--- src/rtl/wide_add_sequencer_if.sv ---
// rtl/wide_add_sequencer_if.sv - word-pair input and sum-word output handshake bundle
interface wide_add_sequencer_if;
  logic        in_valid;
  logic        in_ready;
  logic [31:0] in_a;
  logic [31:0] in_b;
  logic        in_cin;
  logic        in_sub;
  logic        out_valid;
  logic        out_ready;
  logic [31:0] out_sum;
  logic        out_last;
  logic        out_cout;
  logic        out_ovf;

  modport master (
    output in_valid, in_a, in_b, in_cin, in_sub, out_ready,
    input  in_ready, out_valid, out_sum, out_last, out_cout, out_ovf
  );

  modport slave (
    input  in_valid, in_a, in_b, in_cin, in_sub, out_ready,
    output in_ready, out_valid, out_sum, out_last, out_cout, out_ovf
  );
endinterface

--- src/rtl/wide_add_sequencer.sv ---
// rtl/wide_add_sequencer.sv - word-serial wide add/subtract, LSW first, carry chained between words
module wide_add_sequencer #(
  parameter int NWORDS = 4
) (
  input logic                 clk,
  input logic                 rst,
  wide_add_sequencer_if.slave bus
);
  localparam int IW = (NWORDS > 1) ? $clog2(NWORDS) : 1;
  localparam logic [IW-1:0] LAST_IDX = IW'(NWORDS - 1);

  typedef enum logic {IDLE, RUN} state_t;

  state_t        state_q, state_d;
  logic [IW-1:0] idx_q, idx_d;
  logic          sub_q, carry_q;
  logic          acc, last_word, s, ci, cout, c31;
  logic [31:0]   b_eff, sum;

  logic          out_valid_q, out_last_q, out_cout_q, out_ovf_q;
  logic [31:0]   out_sum_q;

  // Single output register: accept only when it is empty or being drained.
  assign bus.in_ready  = ~rst & (~out_valid_q | bus.out_ready);
  assign acc           = bus.in_valid & bus.in_ready;
  assign bus.out_valid = out_valid_q;
  assign bus.out_sum   = out_sum_q;
  assign bus.out_last  = out_last_q;
  assign bus.out_cout  = out_cout_q;
  assign bus.out_ovf   = out_ovf_q;

  // First word takes mode and carry from the port; later words use the latched values.
  always_comb begin
    s         = (state_q == IDLE) ? bus.in_sub : sub_q;
    ci        = (state_q == IDLE) ? (bus.in_cin ^ bus.in_sub) : carry_q;
    b_eff     = bus.in_b ^ {32{s}};
    {cout, sum} = {1'b0, bus.in_a} + {1'b0, b_eff} + {32'd0, ci};
    c31       = sum[31] ^ bus.in_a[31] ^ b_eff[31];
    last_word = (idx_q == LAST_IDX);
  end

  always_comb begin
    state_d = state_q;
    idx_d   = idx_q;
    if (acc) begin
      case (state_q)
        IDLE: begin
          state_d = RUN;
          idx_d   = IW'(1);
        end
        RUN: begin
          if (last_word) begin
            state_d = IDLE;
            idx_d   = '0;
          end else begin
            idx_d   = idx_q + IW'(1);
          end
        end
        default: begin
          state_d = IDLE;
          idx_d   = '0;
        end
      endcase
    end
  end

  always_ff @(posedge clk) begin
    if (rst) begin
      state_q <= IDLE;
      idx_q   <= '0;
    end else begin
      state_q <= state_d;
      idx_q   <= idx_d;
    end
  end

  always_ff @(posedge clk) begin
    if (rst) begin
      sub_q       <= 1'b0;
      carry_q     <= 1'b0;
      out_valid_q <= 1'b0;
      out_sum_q   <= '0;
      out_last_q  <= 1'b0;
      out_cout_q  <= 1'b0;
      out_ovf_q   <= 1'b0;
    end else if (acc) begin
      if (state_q == IDLE) sub_q <= bus.in_sub;
      carry_q     <= last_word ? 1'b0 : cout;
      out_valid_q <= 1'b1;
      out_sum_q   <= sum;
      out_last_q  <= last_word;
      out_cout_q  <= cout;
      out_ovf_q   <= c31 ^ cout;
    end else if (out_valid_q && bus.out_ready) begin
      out_valid_q <= 1'b0;
    end
  end
endmodule

--- src/flat_wrapper.sv ---
// flat-port wrapper written by rule: the top's interface ports become plain ports
module wide_add_sequencer_flat 
#(
  parameter int NWORDS = 4
)
  (clk, rst, bus_in_valid, bus_in_a, bus_in_b, bus_in_cin, bus_in_sub, bus_out_ready, bus_in_ready, bus_out_valid, bus_out_sum, bus_out_last, bus_out_cout, bus_out_ovf);
  wide_add_sequencer_if bus_i ();
  input logic clk;
  input logic rst;
  input wire logic [$bits(bus_i.in_valid)-1:0] bus_in_valid;
  input wire logic [$bits(bus_i.in_a)-1:0] bus_in_a;
  input wire logic [$bits(bus_i.in_b)-1:0] bus_in_b;
  input wire logic [$bits(bus_i.in_cin)-1:0] bus_in_cin;
  input wire logic [$bits(bus_i.in_sub)-1:0] bus_in_sub;
  input wire logic [$bits(bus_i.out_ready)-1:0] bus_out_ready;
  output wire logic [$bits(bus_i.in_ready)-1:0] bus_in_ready;
  output wire logic [$bits(bus_i.out_valid)-1:0] bus_out_valid;
  output wire logic [$bits(bus_i.out_sum)-1:0] bus_out_sum;
  output wire logic [$bits(bus_i.out_last)-1:0] bus_out_last;
  output wire logic [$bits(bus_i.out_cout)-1:0] bus_out_cout;
  output wire logic [$bits(bus_i.out_ovf)-1:0] bus_out_ovf;
  assign bus_i.in_valid = bus_in_valid;
  assign bus_i.in_a = bus_in_a;
  assign bus_i.in_b = bus_in_b;
  assign bus_i.in_cin = bus_in_cin;
  assign bus_i.in_sub = bus_in_sub;
  assign bus_i.out_ready = bus_out_ready;
  assign bus_in_ready = bus_i.in_ready;
  assign bus_out_valid = bus_i.out_valid;
  assign bus_out_sum = bus_i.out_sum;
  assign bus_out_last = bus_i.out_last;
  assign bus_out_cout = bus_i.out_cout;
  assign bus_out_ovf = bus_i.out_ovf;
  wide_add_sequencer #(.NWORDS(NWORDS)) u_core (.clk(clk), .rst(rst), .bus(bus_i));
endmodule
--- config.mk ---
export PLATFORM = sky130hd
export DESIGN_NAME = wide_add_sequencer_flat
export DESIGN_NICKNAME = d
export VERILOG_FILES = /design/src/rtl/wide_add_sequencer_if.sv /design/src/rtl/wide_add_sequencer.sv /design/src/flat_wrapper.sv
export SDC_FILE = /design/constraint.sdc
export NUM_CORES = 1
export LEC_CHECK = 0
export CAP_MARGIN = 5
export CELL_PAD_IN_SITES_DETAIL_PLACEMENT = 1
export CELL_PAD_IN_SITES_GLOBAL_PLACEMENT = 2
export CORE_ASPECT_RATIO = 1.5
export CORE_MARGIN = 10
export CORE_UTILIZATION = 26
export CTS_CLUSTER_DIAMETER = 150
export DETAILED_ROUTE_END_ITERATION = 10
export GPL_TIMING_DRIVEN = 0
export PLACE_DENSITY = 0.81
export SLEW_MARGIN = 20
export SYNTH_ARGS = -nofsm -noshare
export SYNTH_HDL_FRONTEND = slang
export SYNTH_SLANG_ARGS = --single-unit
--- constraint.sdc ---
create_clock -name clk -period 5.65 [get_ports clk]
set_input_delay 0.565 -clock clk [delete_from_list [all_inputs] [get_ports clk]]
set_output_delay 0.565 -clock clk [all_outputs]
set_load 0.03 [all_outputs]
==> results_dict.tcl <==
set metrics [dict create \
    area_growth_pct 42.3 \
    cts-root-buf "clkbuf_16" \
    synth_seq_cells 41 \
    drt_iter0_markers 40 \
    p_int_uw 868 \
    cp-start-kind "input port" \
    cp-startpoint "bus_in_sub" \
    synth_warnings 0 \
    antenna_found_initial 0 \
    use_met3 0.0170 \
    status "finished clean" \
    skew_ns 0.00313 \
    grt_pass1_vias 3606 \
    cp_common_cell "fa_1" \
    grt_use_met2 0.247 \
    coreArea_um2 12400 \
    postCtsSetupBuffers 0 \
    rsz0062_at_grt "no" \
    die_x_um 112 \
    path_class "input port to register" \
    required_ns 5.86 \
    multi_input_area_um2 2360 \
    met1_usage 0.121 \
    dp_hpwl_um 9680 \
    grt_pass1_wl_um 17700 \
    grt_max_degree 12 \
    wl_per_cell_um 16.9 \
    final-seq-area_um2 821 \
    viasPerCell 4.94 \
    vias 3335 \
    track_usage 0.122 \
    final.setup.worst_slack_ns 0.455 \
    clk_latency_ns 0.28 \
    maxCapViolations 0 \
    switching_share 0.400 \
    wl_um 11400 \
    port_buffers 105 \
    fp-row-count 50 \
    crit_path_end "u_core.bus.out_ovf" \
    setup_viol 0 \
    firstDrtPassIters 4 \
    cts_tree "yes" \
    fillers 1514 \
    peakVddDrop_uv 114 \
    final_core_util 0.377 \
    pwr-share-seq 0.258 \
    clock_path_buffers 2 \
    die_area_um2 17700 \
    cp_num_buf_inv 2 \
    place_worst_setup_slack_ns -0.337 \
    fmaxAchievable_mhz 192 \
    netlist_instances 407 \
    ant_nets 0 \
    tightest_slew_ns 0.809 \
    worstPathArrival_ns 5.41 \
    grt.busiest_layer "met2" \
    crit_path_max_fanout 10 \
    end_kind "register" \
    yosysUniqueCellTypes 53 \
    yosys.area_share.simple 0.157 \
    cts.sinks 41 \
    maxSlewViolCount 0 \
    diodes 0 \
    synthesis.area_um2 3300 \
    path_clk_slew_ns 0.06 \
    synthMuxAreaShare 0.00303 \
    cp.depth 16 \
    rrSetupSlack_ns 0.56 \
    slowest_delay_ns 0.47 \
    critical_path.top_delay_family "compound AO/OA/AOI/OAI gates" \
    combPwrFrac 0.548 \
    drive_above_1_share 0.0385 \
    reg2reg_from "u_core.state_q" \
    p_total_uw 1450 \
    synthAdderAreaFrac 0.134 \
    min_period_ns 5.19 \
    drc 0 \
    hold_class "register to register" \
    ys.flop_type "dfxtp_1" \
    synth-compound-area-share 0.254 \
    avgSynthCellArea_um2 8.10 \
    rr_worst_depth 16 \
    slew_headroom 0.461 \
    async_flop_share 0 \
    place.gp.congestion 0.809 \
    clockPowerShare 0.195 \
    htree_levels 2 \
    synth_top_family_by_area "compound AO/OA/AOI/OAI gates" \
    leakage_uw 0.00182 \
    p_per_area_nw_per_um2 308 \
    min_period_over_period 0.919 \
    finalHoldViolations 0 \
    cts_buffers 5 \
    synth_nets 511 \
    final_cell_mix "clkdlybuf4s50_1 (105), xnor2_1 (45), dfxtp_1 (41), nand3_1 (38)" \
    overflow 0 \
    start_util 0.265 \
    io_pins 107 \
    synth_edf_count 0 \
    slowest_stage "clkdlybuf4s50_1" \
    r2r-end "u_core.bus.out_ovf" \
    p_sw_uw 579 \
    final_common_cell "clkdlybuf4s50_1" \
    seq_area_frac_synth 0.249 \
    synthXorXnorAreaFrac 0.166 \
    path_cells "clkdlybuf4s50_1 -> mux2i_2 -> clkbuf_2 -> xnor2_1 -> fa_1 -> fa_1 -> a21o_1 -> a31o_2 -> a22oi_2 -> a221oi_2 -> o31ai_2 -> o311ai_4 -> a221o_1 -> a21o_2 -> xnor3_1 -> o21ai_1" \
    dieHeight_um 158 \
    fin_nets 623 \
]
area by class of cell:
| type | instances | area share |
|---|---|---|
| multi-input combinational | 334 | 0.503 |
| timing repair buffer | 105 | 0.224 |
| sequential | 41 | 0.175 |
| tap | 156 | 0.0416 |
| clock buffer | 7 | 0.0304 |
| buffer | 19 | 0.0160 |
| inverter | 13 | 0.0104 |
cells by family (layout without fill, tap and decap cells):
group | after synthesis | after routing
and+or+nand+nor | 110 | 110
DFF | 41 | 41
muxes | 1 | 1
buffers and inverters | 32 | 144
adders and majority gates | 34 | 34
AOI/OAI and AO/OA | 128 | 128
xor gates and xnor gates | 61 | 61
how the worst min path moves through the flow:
| stage | from | cells past startpoint | end | slack [ns] |
|---|---|---|---|---|
| 5_1_grt | u_core.bus.out_sum[0] | 2 | u_core.bus.out_sum[0] | 0.48 |
| 3_5_place_dp | u_core.bus.out_sum[31] | 2 | u_core.bus.out_sum[31] | 0.45 |
| 2_1_floorplan | u_core.idx_q[1] | 2 | u_core.idx_q[1] | 0.44 |
| 3_3_place_gp | u_core.bus.out_sum[31] | 2 | u_core.bus.out_sum[31] | 0.44 |
| 6_report | u_core.bus.out_sum[31] | 2 | u_core.bus.out_sum[31] | 0.45 |
| 4_1_cts | u_core.bus.out_sum[31] | 2 | u_core.bus.out_sum[31] | 0.46 |
cells in the mapped netlist, types with 3 or more instances:
| cell | instances | share of area |
|---|---|---|
| o21bai_1 | 5 | 0.011 |
| nor3_1 | 8 | 0.012 |
| nand2_1 | 26 | 0.030 |
| a21o_1 | 10 | 0.023 |
| nor2_1 | 21 | 0.024 |
| and2_1 | 3 | 0.0057 |
| xnor2_1 | 45 | 0.12 |
| nor2b_1 | 5 | 0.0095 |
| xor2_1 | 15 | 0.040 |
| o21ai_0 | 16 | 0.024 |
| inv_1 | 12 | 0.014 |
| clkbuf_1 | 16 | 0.018 |
| a21oi_1 | 32 | 0.049 |
| o31ai_1 | 3 | 0.0068 |
| nand3_1 | 38 | 0.058 |
| ha_1 | 32 | 0.12 |
| a31oi_1 | 6 | 0.011 |
| dfxtp_1 | 41 | 0.25 |
| o21ai_1 | 26 | 0.039 |
| o21a_1 | 4 | 0.0091 |
metrics by stage:
step	setup TNS [ns]	hold slack [ns]	cell area, um^2	std cells
floorplan	0	0.436	3300	407
global placement	-0.343	0.443	4540	668
detailed placement	-0.594	0.449	4540	668
CTS	0	0.457	4690	675
global route	0	0.484	4690	675
finish	0	0.454	4690	675
worst min-delay path, stage by stage (launching register included):
cell,delay (ns)
dfxtp_1,0.31
nand2_1,0.06
o21ai_1,0.05
sequential cells by signal (all words and copies together) (netlist names):
register and flops:
u_core.bus.out_cout 1, u_core.idx_q 2, u_core.sub_q 1, u_core.carry_q 1, u_core.bus.out_valid 1, u_core.bus.out_sum 32, u_core.state_q 1, u_core.bus.out_last 1
u_core.bus.out_ovf 1
per-layer routing:
metal | routed length, um | part of all wire
met5 | 0 | 0
met4 | 182 | 0.016
met3 | 352 | 0.031
met2 | 6420 | 0.56
met1 | 4420 | 0.39
power groups by stage:
| stage | Combinational (uW) | Clock (uW) | Sequential [uW] |
|---|---|---|---|
| 2_1_floorplan | 436 | 0 | 468 |
| 3_3_place_gp | 788 | 0 | 378 |
| 3_5_place_dp | 803 | 0 | 379 |
| 4_1_cts | 807 | 292 | 373 |
| 5_1_grt | 871 | 301 | 379 |
| 6_report | 792 | 281 | 373 |
timing repair:
item,4_1_cts,5_1_grt
hold buffers,0,0
gates resized for setup,1,1
endpoints found under the hold margin,0,0
setup endpoints to repair,1,1
Note: power is estimated with default switching activity, not from simulation.
